`src/rtl/alu_hilo_sched.sv`:
```
// Issue-side sequencer for the multi-cycle HI/LO multiply/divide unit: starts the unit,
// counts its latency, pulses the HI/LO commit and stalls EX on HI/LO hazards.
//
// state     | meaning
// ----------+-----------------------------------------------------------------
// ST_IDLE   | nothing in flight; every HI/LO-class instruction is accepted
// ST_BUSY   | mul/div in flight; remaining_q counts down to the commit cycle
// ST_COMMIT | HI/LO captures the unit result at the end of this cycle
module alu_hilo_sched #(
    parameter int MUL_DELAY = 2,
    parameter int DIV_DELAY = 4,
    parameter int CNT_W     = 4
) (
    input  logic             clk_i,
    input  logic             rst_n_i,
    input  logic             issue_valid_i,
    input  logic [2:0]       issue_op_i,
    input  logic             flush_i,
    output logic             stall_o,
    output logic             start_o,
    output logic             start_div_o,
    output logic             move_we_o,
    output logic             commit_o,
    output logic             busy_o,
    output logic [CNT_W-1:0] remaining_o
);

    typedef enum logic [1:0] {
        ST_IDLE   = 2'd0,
        ST_BUSY   = 2'd1,
        ST_COMMIT = 2'd2
    } state_t;

    localparam logic [2:0] OP_MUL  = 3'd1;
    localparam logic [2:0] OP_DIV  = 3'd2;
    localparam logic [2:0] OP_MFHI = 3'd3;
    localparam logic [2:0] OP_MFLO = 3'd4;
    localparam logic [2:0] OP_MTHI = 3'd5;
    localparam logic [2:0] OP_MTLO = 3'd6;

    // The unit is started in the accept cycle and commits DELAY cycles later,
    // so the BUSY countdown spans DELAY-1 cycles ending at zero.
    localparam logic [CNT_W-1:0] MUL_LOAD = CNT_W'(MUL_DELAY - 2);
    localparam logic [CNT_W-1:0] DIV_LOAD = CNT_W'(DIV_DELAY - 2);

    state_t           state_q, state_d;
    logic [CNT_W-1:0] remaining_q, remaining_d;
    logic             op_div_q, op_div_d;

    logic is_long, is_read, is_write, is_hilo;
    logic hazard;
    logic accept;

    always_comb begin
        is_long  = (issue_op_i == OP_MUL)  || (issue_op_i == OP_DIV);
        is_read  = (issue_op_i == OP_MFHI) || (issue_op_i == OP_MFLO);
        is_write = (issue_op_i == OP_MTHI) || (issue_op_i == OP_MTLO);
        is_hilo  = is_long || is_read || is_write;
    end

    // In COMMIT a new long may issue back-to-back; reads and writes must wait
    // until the committed value is visible.
    always_comb begin
        hazard = 1'b0;
        case (state_q)
            ST_BUSY:   hazard = is_hilo;
            ST_COMMIT: hazard = is_read || is_write;
            default:   hazard = 1'b0;
        endcase
    end

    // Gating with rst_n_i keeps all combinational outputs low while reset is held.
    always_comb begin
        stall_o     = rst_n_i && issue_valid_i && !flush_i && hazard;
        accept      = rst_n_i && issue_valid_i && !flush_i && is_hilo && !hazard;
        start_o     = accept && is_long;
        start_div_o = start_o && (issue_op_i == OP_DIV);
        move_we_o   = accept && is_write;
    end

    always_comb begin
        state_d     = state_q;
        remaining_d = remaining_q;
        op_div_d    = op_div_q;

        case (state_q)
            ST_IDLE: begin
                if (start_o) begin
                    state_d     = ST_BUSY;
                    remaining_d = start_div_o ? DIV_LOAD : MUL_LOAD;
                    op_div_d    = start_div_o;
                end
            end
            ST_BUSY: begin
                if (remaining_q != '0) begin
                    remaining_d = remaining_q - 1'b1;
                end else begin
                    state_d = ST_COMMIT;
                end
            end
            ST_COMMIT: begin
                if (start_o) begin
                    state_d     = ST_BUSY;
                    remaining_d = start_div_o ? DIV_LOAD : MUL_LOAD;
                    op_div_d    = start_div_o;
                end else begin
                    state_d     = ST_IDLE;
                    remaining_d = '0;
                end
            end
            default: begin
                state_d     = ST_IDLE;
                remaining_d = '0;
            end
        endcase

        // A flush cancels anything in flight; a commit already in progress
        // still pulses this cycle because it is decoded from state_q.
        if (flush_i) begin
            state_d     = ST_IDLE;
            remaining_d = '0;
        end
    end

    always_ff @(posedge clk_i or negedge rst_n_i) begin
        if (!rst_n_i) begin
            state_q     <= ST_IDLE;
            remaining_q <= '0;
            op_div_q    <= 1'b0;
        end else begin
            state_q     <= state_d;
            remaining_q <= remaining_d;
            op_div_q    <= op_div_d;
        end
    end

    always_comb begin
        commit_o    = (state_q == ST_COMMIT);
        busy_o      = (state_q != ST_IDLE);
        remaining_o = remaining_q;
    end

endmodule

```
`config.mk`:
```
export PLATFORM = sky130hd
export DESIGN_NAME = alu_hilo_sched
export DESIGN_NICKNAME = d
export VERILOG_FILES = /design/src/rtl/alu_hilo_sched.sv
export SDC_FILE = /design/constraint.sdc
export NUM_CORES = 1
export LEC_CHECK = 0
export CAP_MARGIN = 10
export CORE_MARGIN = 1
export CORE_UTILIZATION = 39
export CTS_CLUSTER_SIZE = 16
export DETAILED_ROUTE_END_ITERATION = 6
export GPL_ROUTABILITY_DRIVEN = 0
export GPL_TIMING_DRIVEN = 1
export PLACE_DENSITY = 0.72
export SYNTH_ARGS = -nofsm -noshare
export SYNTH_HDL_FRONTEND = slang
export SYNTH_SLANG_ARGS = --single-unit
```
`constraint.sdc`:
```
create_clock -name clk_i -period 1.66 [get_ports clk_i]
set_input_delay 0.498 -clock clk_i [delete_from_list [all_inputs] [get_ports clk_i]]
set_output_delay 0.498 -clock clk_i [all_outputs]
set_load 0.02 [all_outputs]
```
Word-level counts from Yosys, hierarchy flattened

Index checks and enable logic that the tools add are counted.

Flip-flop bits (word level): 6
Logic and storage cells: 47
Bits of input ports: 7
Output and inout port bits: 10

Add/sub/neg operators: 1
Mux-type cells: 12
Reduce and logical (&&, ||, !) cells: 21
Eq/ne operators: 11

Operator list:

| kind                                                                  | count |
|---|---|
| 4-bit two-way mux                                                     | 3 |
| 4-bit case mux with 3 select lines                                    | 1 |
| 2-bit two-way mux                                                     | 5 |
| 3-bit equality test, second input constant                            | 3 |
| 3-bit != test, second input constant                                  | 3 |
| 1-bit logical AND                                                     | 8 |
| 3-bit by 2-bit equality test with 1-bit output, second input constant | 2 |
| 1-bit logical OR                                                      | 6 |
| 2-bit case mux with 3 select lines                                    | 1 |
| 2-bit AND reduction                                                   | 2 |
| 4-bit nonzero test                                                    | 1 |
| 4-bit by 1-bit subtractor with 4-bit output, second input constant    | 1 |
| 3-bit by 1-bit equality test with 1-bit output, second input constant | 1 |
| 2-bit by 1-bit equality test with 1-bit output, second input constant | 1 |
| 2-bit equality test, second input constant                            | 1 |
| 1-bit logical NOT                                                     | 2 |
| 2-bit logical NOT                                                     | 1 |
| 1-bit case mux with 2 select lines                                    | 1 |
| 2-bit nonzero test                                                    | 1 |
| 1-bit two-way mux                                                     | 1 |

Longest topological paths before layout

Gate-level depths: netlist of the first run.

Word-level depth: 13
Gate-level depth with buffers: 8
Depth with buffers taken out: 7

Worst setup path before layout of the first run

No wires, ideal clock.

Path type: reg-to-output
Start: register state_q[0]
End: output port start_div_o
Stages on the path, launching flop included: 7
Slack: -0.262 ns
Path buffers: 0
Required time: 1.162 ns
Data arrival time: 1.424 ns
Path through: dfrtp_1 > inv_1 > ha_1 > nand4_1 > and3b_1 > nand2_1 > nor2_1

Cells in the longest elaborated chain, start to end: 6
Elaborated cells on any way between the ends: 7
Those cells by class: eq/ne (2); mux (1); reduce/logical (4)

Ends and longest elaborated chain:

| what                               | RTL line | text |
|---|---|---|
| from (decl)                        | 46       | `state_t state_q, state_d;` |
| from (signal assigned)             | 131      | `state_q <= state_d;` |
| 2-bit equality test                | --       |  |
| via commit_o                       | 23       | `output logic commit_o,` |
| 1-bit case mux with 2 select lines | 65       | `case (state_q)` |
| 1-bit logical NOT                  | 75       | `accept = rst_n_i && issue_valid_i && !flush_i && is_hilo && !hazard;` |
| 1-bit logical AND                  | 75       |  |
| 1-bit logical AND                  | 76       | `start_o = accept && is_long;` |
| 1-bit logical AND                  | 77       | `start_div_o = start_o && (issue_op_i == OP_DIV);` |
| to (decl)                          | 21       | `output logic start_div_o,` |

The timed path passes the listed nets, and every way through them passes these cells.

Worst setup path in the final report of the first run

Start: register state_q[0]
End: output port start_o

Cells in the longest elaborated chain, start to end: 5
Elaborated cells on any way between the ends: 6
Those cells by class: eq/ne (2); mux (1); reduce/logical (3)

Ends and longest elaborated chain:

| what                                                                                         | RTL line | text |
|---|---|---|
| 2-bit equality test / 2-bit by 1-bit equality test with 1-bit output (equally long branches) | --       |  |
| 1-bit case mux with 2 select lines (*)                                                       | 65       |  |
| 1-bit logical NOT (*)                                                                        | 75       |  |
| 1-bit logical AND (*)                                                                        | 75       |  |
| 1-bit logical AND (*)                                                                        | 76       |  |
| to (decl)                                                                                    | 20       | `output logic start_o,` |

Mark *: on every way between the ends. The rest lies on a longest branch, timed or not.

==> results of run 1 <==
## cells in the final DEF, fill, tap and decap left out, drive strengths merged
cell type / netlist / routed
nor3: 3 / 3
a211o: 1 / 1
dlygate4sd2: 0 / 10
o31ai: 1 / 1
clkbuf: 1 / 3
and2: 1 / 1
nand2b: 3 / 3
and3: 1 / 1
a21oi: 4 / 4
and3b: 1 / 1
ha: 6 / 6
a22o: 3 / 3
nor2: 9 / 9
nand2: 2 / 2
inv: 6 / 6
o211ai: 2 / 2
buf: 0 / 27
nand3: 1 / 1
o21ai: 5 / 5
mux2i: 1 / 1
or2: 1 / 1
nor3b: 2 / 2
nand4: 1 / 1
a21boi: 1 / 1
maj3: 1 / 1
nand3b: 1 / 1
dfrtp: 6 / 6
## per-layer routing
layer  track usage  vias to the layer above
li1              -                      308
met1         0.301                      288
met2         0.496                       23
met3        0.0867                        4
met4        0.0345                        0
met5             0                        -
## power breakdown
group	switching (mW)	internal, mW
Combinational	0.0964	0.109
Sequential	0.00476	0.151
Clock	0.0619	0.0824
## layout make-up
type	instances	area, sq um
sequential	6	150
tap	14	17.5
clock buffer	3	22.5
timing repair buffer	37	315
inverter	6	22.5
multi-input combinational	51	477
fill	60	166
## worst paths after layout
path / from / to / slack [ns] / cells past startpoint
max: state_q[0]$_DFFE_PN0P_ / start_o / -0.45 / 7
min: rst_n_i / remaining_o[2]$_DFFE_PN0P_ / 0.29 / 2
max reg2reg: state_q[0]$_DFFE_PN0P_ / remaining_o[1]$_DFFE_PN0P_ / -0.42 / 9
min reg2reg: remaining_o[3]$_DFFE_PN0P_ / remaining_o[3]$_DFFE_PN0P_ / 0.55 / 1
max in group asynchronous: rst_n_i / state_q[1]$_DFFE_PN0P_ / 1.24 / 2
min in group clk_i: remaining_o[3]$_DFFE_PN0P_ / remaining_o[3]$_DFFE_PN0P_ / 0.55 / 1
## registers in the layout, indices dropped and copies added (netlist names)
| register | count |
|---|---|
| remaining_o | 4 |
| state_q | 2 |
## through the flow
stage	setup slack [ns]	cell area, sq um	power (mW)	hold WS [ns]	setup TNS, ns
final	-0.446	1000	0.505	0.287	-3.66
after global routing	-0.522	1000	0.528	0.295	-4.44
after CTS	-0.422	942	0.470	0.297	-2.80
after detailed placement	-1.05	855	0.317	0.542	-7.44
after global placement	-0.997	855	0.314	0.531	-7.04
after floorplan	-0.101	568	0.236	0.202	-0.242
## critical path, cell delays in order (launching register included)
cell	delay (ns)
sky130_fd_sc_hd__dfrtp_1	0.39
sky130_fd_sc_hd__inv_2	0.08
sky130_fd_sc_hd__ha_4	0.28
sky130_fd_sc_hd__o211ai_1	0.09
sky130_fd_sc_hd__and3b_2	0.26
sky130_fd_sc_hd__nand2_4	0.09
sky130_fd_sc_hd__inv_2	0.04
sky130_fd_sc_hd__buf_6	0.12
## repair_timing
| item | CTS | global route |
|---|---|---|
| gates resized for setup | 52 | 10 |
| buffers inserted | 4 | 2 |
| pin swaps | 12 | 5 |
| endpoints found under the setup margin | 16 | 11 |
## logic make-up after synthesis
family	after synthesis	synth area share
multiplexers	1	0.0192
buffers and inverters	7	0.0503
AND/OR/NAND/NOR	26	0.261
AO/OA/AOI/OAI	17	0.218
adder cells (fa/ha/maj)	7	0.163
flip-flops	6	0.288
==> flow_results.org, run 1 <==
** Die
- Horizontal die dimension :: 38.6 um
- Placeable core region :: 1170 sq um
- The die covers 1490 sq um.
- The die is 38.6 um tall.
- During I/O placement, the number of pins put on the boundary was 17.
- # rows :: 12
- The initial utilization of the core area, before any placement, comes to 0.446.

** STA
- Setup violations remaining at the end of the flow were counted as 10.
- In this run the tightest slew margin relative to its limit is 0.651.
- RSZ-0062 raised after global routing :: yes
- Clock skew on the completed layout was measured at 0.0187 ns.
- Endpoints failing hold :: 0
- Timing-limited maximum frequency :: 475 MHz
- For the pin with the worst max-slew slack, the measured transition is 0.517 ns.
- Final setup slack of the worst path :: -0.446 ns
- Of the available clock period, the critical path in the final layout requires 1.27.
- Final Max Tran Viols :: 0
- The smallest clock period supported by the final layout is computed as 2.11 ns.

** Routing
- The detailed router finished its first iteration with 15 violations.
- The pre-antenna-repair detailed-routing pass consisted of 4 iterations.
- Detail-routed net length per standard cell :: 15.0 um
- In the routed layout, each cell is associated on average with a via count of 5.32.
- Total via count after detailed routing :: 623
- Summed over all nets, wire length on met3 after detailed routing comes to 97 um.
- Wire segments on met2 add up to 909 um in the final route.
- In the routed design, unresolved DRC markers number 0.
- For this block, wires on met1 add up to 729 um.
- Top metal layer carrying routed signals :: met4
- The detail route stage leaves a number of antenna-violating nets equal to 0.
- Post-Route WL :: 1760 um

** Global route
- Summed over all layers, the global routing overflow is 0.
- The first global-routing pass estimated 2630 um of wire.
- Entering global routing, the biggest net connects 7 pins.
- Via count of the first global-routing pass :: 587
- The number of antenna violations at the first check in global routing came to 0.
- For this run, the total global-route usage over all layers was measured as 0.268.

** Clock tree
- TritonCTS built the clock tree.
- The clock reaches the later pin of the worst-skew pair after 0.26 ns.
- TritonCTS created 3 clock buffers.
- CTS built an H-tree with a depth of 1.
- The clock passes through at most 2 buffers.
- The tree is rooted in a sky130_fd_sc_hd__clkbuf_4.
- Clock-pin slew on the worst setup and hold paths :: 0.06 ns
- CTS saw 6 sinks.
- Hold buffer count at CTS :: 0

** Finish
- Relative to the synthesized area, the layout overhead comes to 92.6%.
- Of the cells placed in the final design, the portion with a size suffix greater than 1 is 0.505.
- Share of the core filled with cells :: 0.858
- In the final design database the tool counted 118 nets.
- Diodes inserted :: 0
- Post-Layout Cell Count :: 117

** Logic synthesis
- Area contributors post-synth :: sky130_fd_sc_hd__dfrtp_1 (29%), sky130_fd_sc_hd__ha_1 (14%), sky130_fd_sc_hd__nor2_1 (6.5%)
- Number of synthesis warnings :: 0
- In the synthesized netlist, the number of instances is 64.
- In this run, synthesis inferred 0 flip-flops with an integrated enable.
- For this run, the leading register cell type out of synthesis is sky130_fd_sc_hd__dfrtp_1.
- Of all cell types, the one taking the most synthesized area is sky130_fd_sc_hd__dfrtp_1.
- The number of nets handed over by synthesis was 77.
- Proportion of synthesized chip area in sequential cells :: 0.288
- By instance count, the leading cell after synthesis is sky130_fd_sc_hd__nor2_1.
- Combined area of all synthesized cells :: 522 sq um
- Leading post-synthesis cells by instance count :: sky130_fd_sc_hd__nor2_1 (9), sky130_fd_sc_hd__dfrtp_1 (6), sky130_fd_sc_hd__ha_1 (6), sky130_fd_sc_hd__inv_1 (6), sky130_fd_sc_hd__a21oi_1 (4)
- Of all flip-flops after synthesis, the portion carrying an async set or reset was 1.00.
- A synthesized cell averages 8.15 sq um.
- The share of synthesized area in the top cell type comes to 0.288.
- Synthesis inferred 6 register bits.
- Count of different cell masters after synthesis :: 27

** Placed design
- Number of port buffers :: 16
- Detailed placement finished with a half-perimeter wire length of 1080 um.
- Cell count after placement :: 108

** Power
- The analysis attributes to cell leakage a power of 0.486 nW.
- For this design the ratio of total power to cell area is 503 nW/um^2.
- The worst-case IR drop observed on VDD is 0.512 mV.

** Critical path
- The critical path is of the register to primary output type.
- Maximum fanout along the worst path :: 3
- Capturing element type of the critical path :: primary output
- WP data required :: 1.16 ns
- Worst Path Arrival :: 1.61 ns
- Category of the worst setup path launch point :: register

** Outcome
- Violated checks :: setup timing
- Outcome :: complete, but fails checks

** Run
- Max-cap check violation count :: 0

** Min path
- The worst hold path belongs to the class input pin to async pin.
No activity file was read; power rests on OpenSTA's default activity.
==> inputs of run 2 (changes only) <==
- HOLD_SLACK_MARGIN: not set -> 0.08
==> results of run 2 <==
The final DEF is identical to that of run 1; final timing and power are the same.
==> inputs of run 3 (changes only) <==
- ABC_CLOCK_PERIOD_IN_PS: not set -> 1660
==> results of run 3 <==
The final DEF is identical to that of run 1; final timing and power are the same.
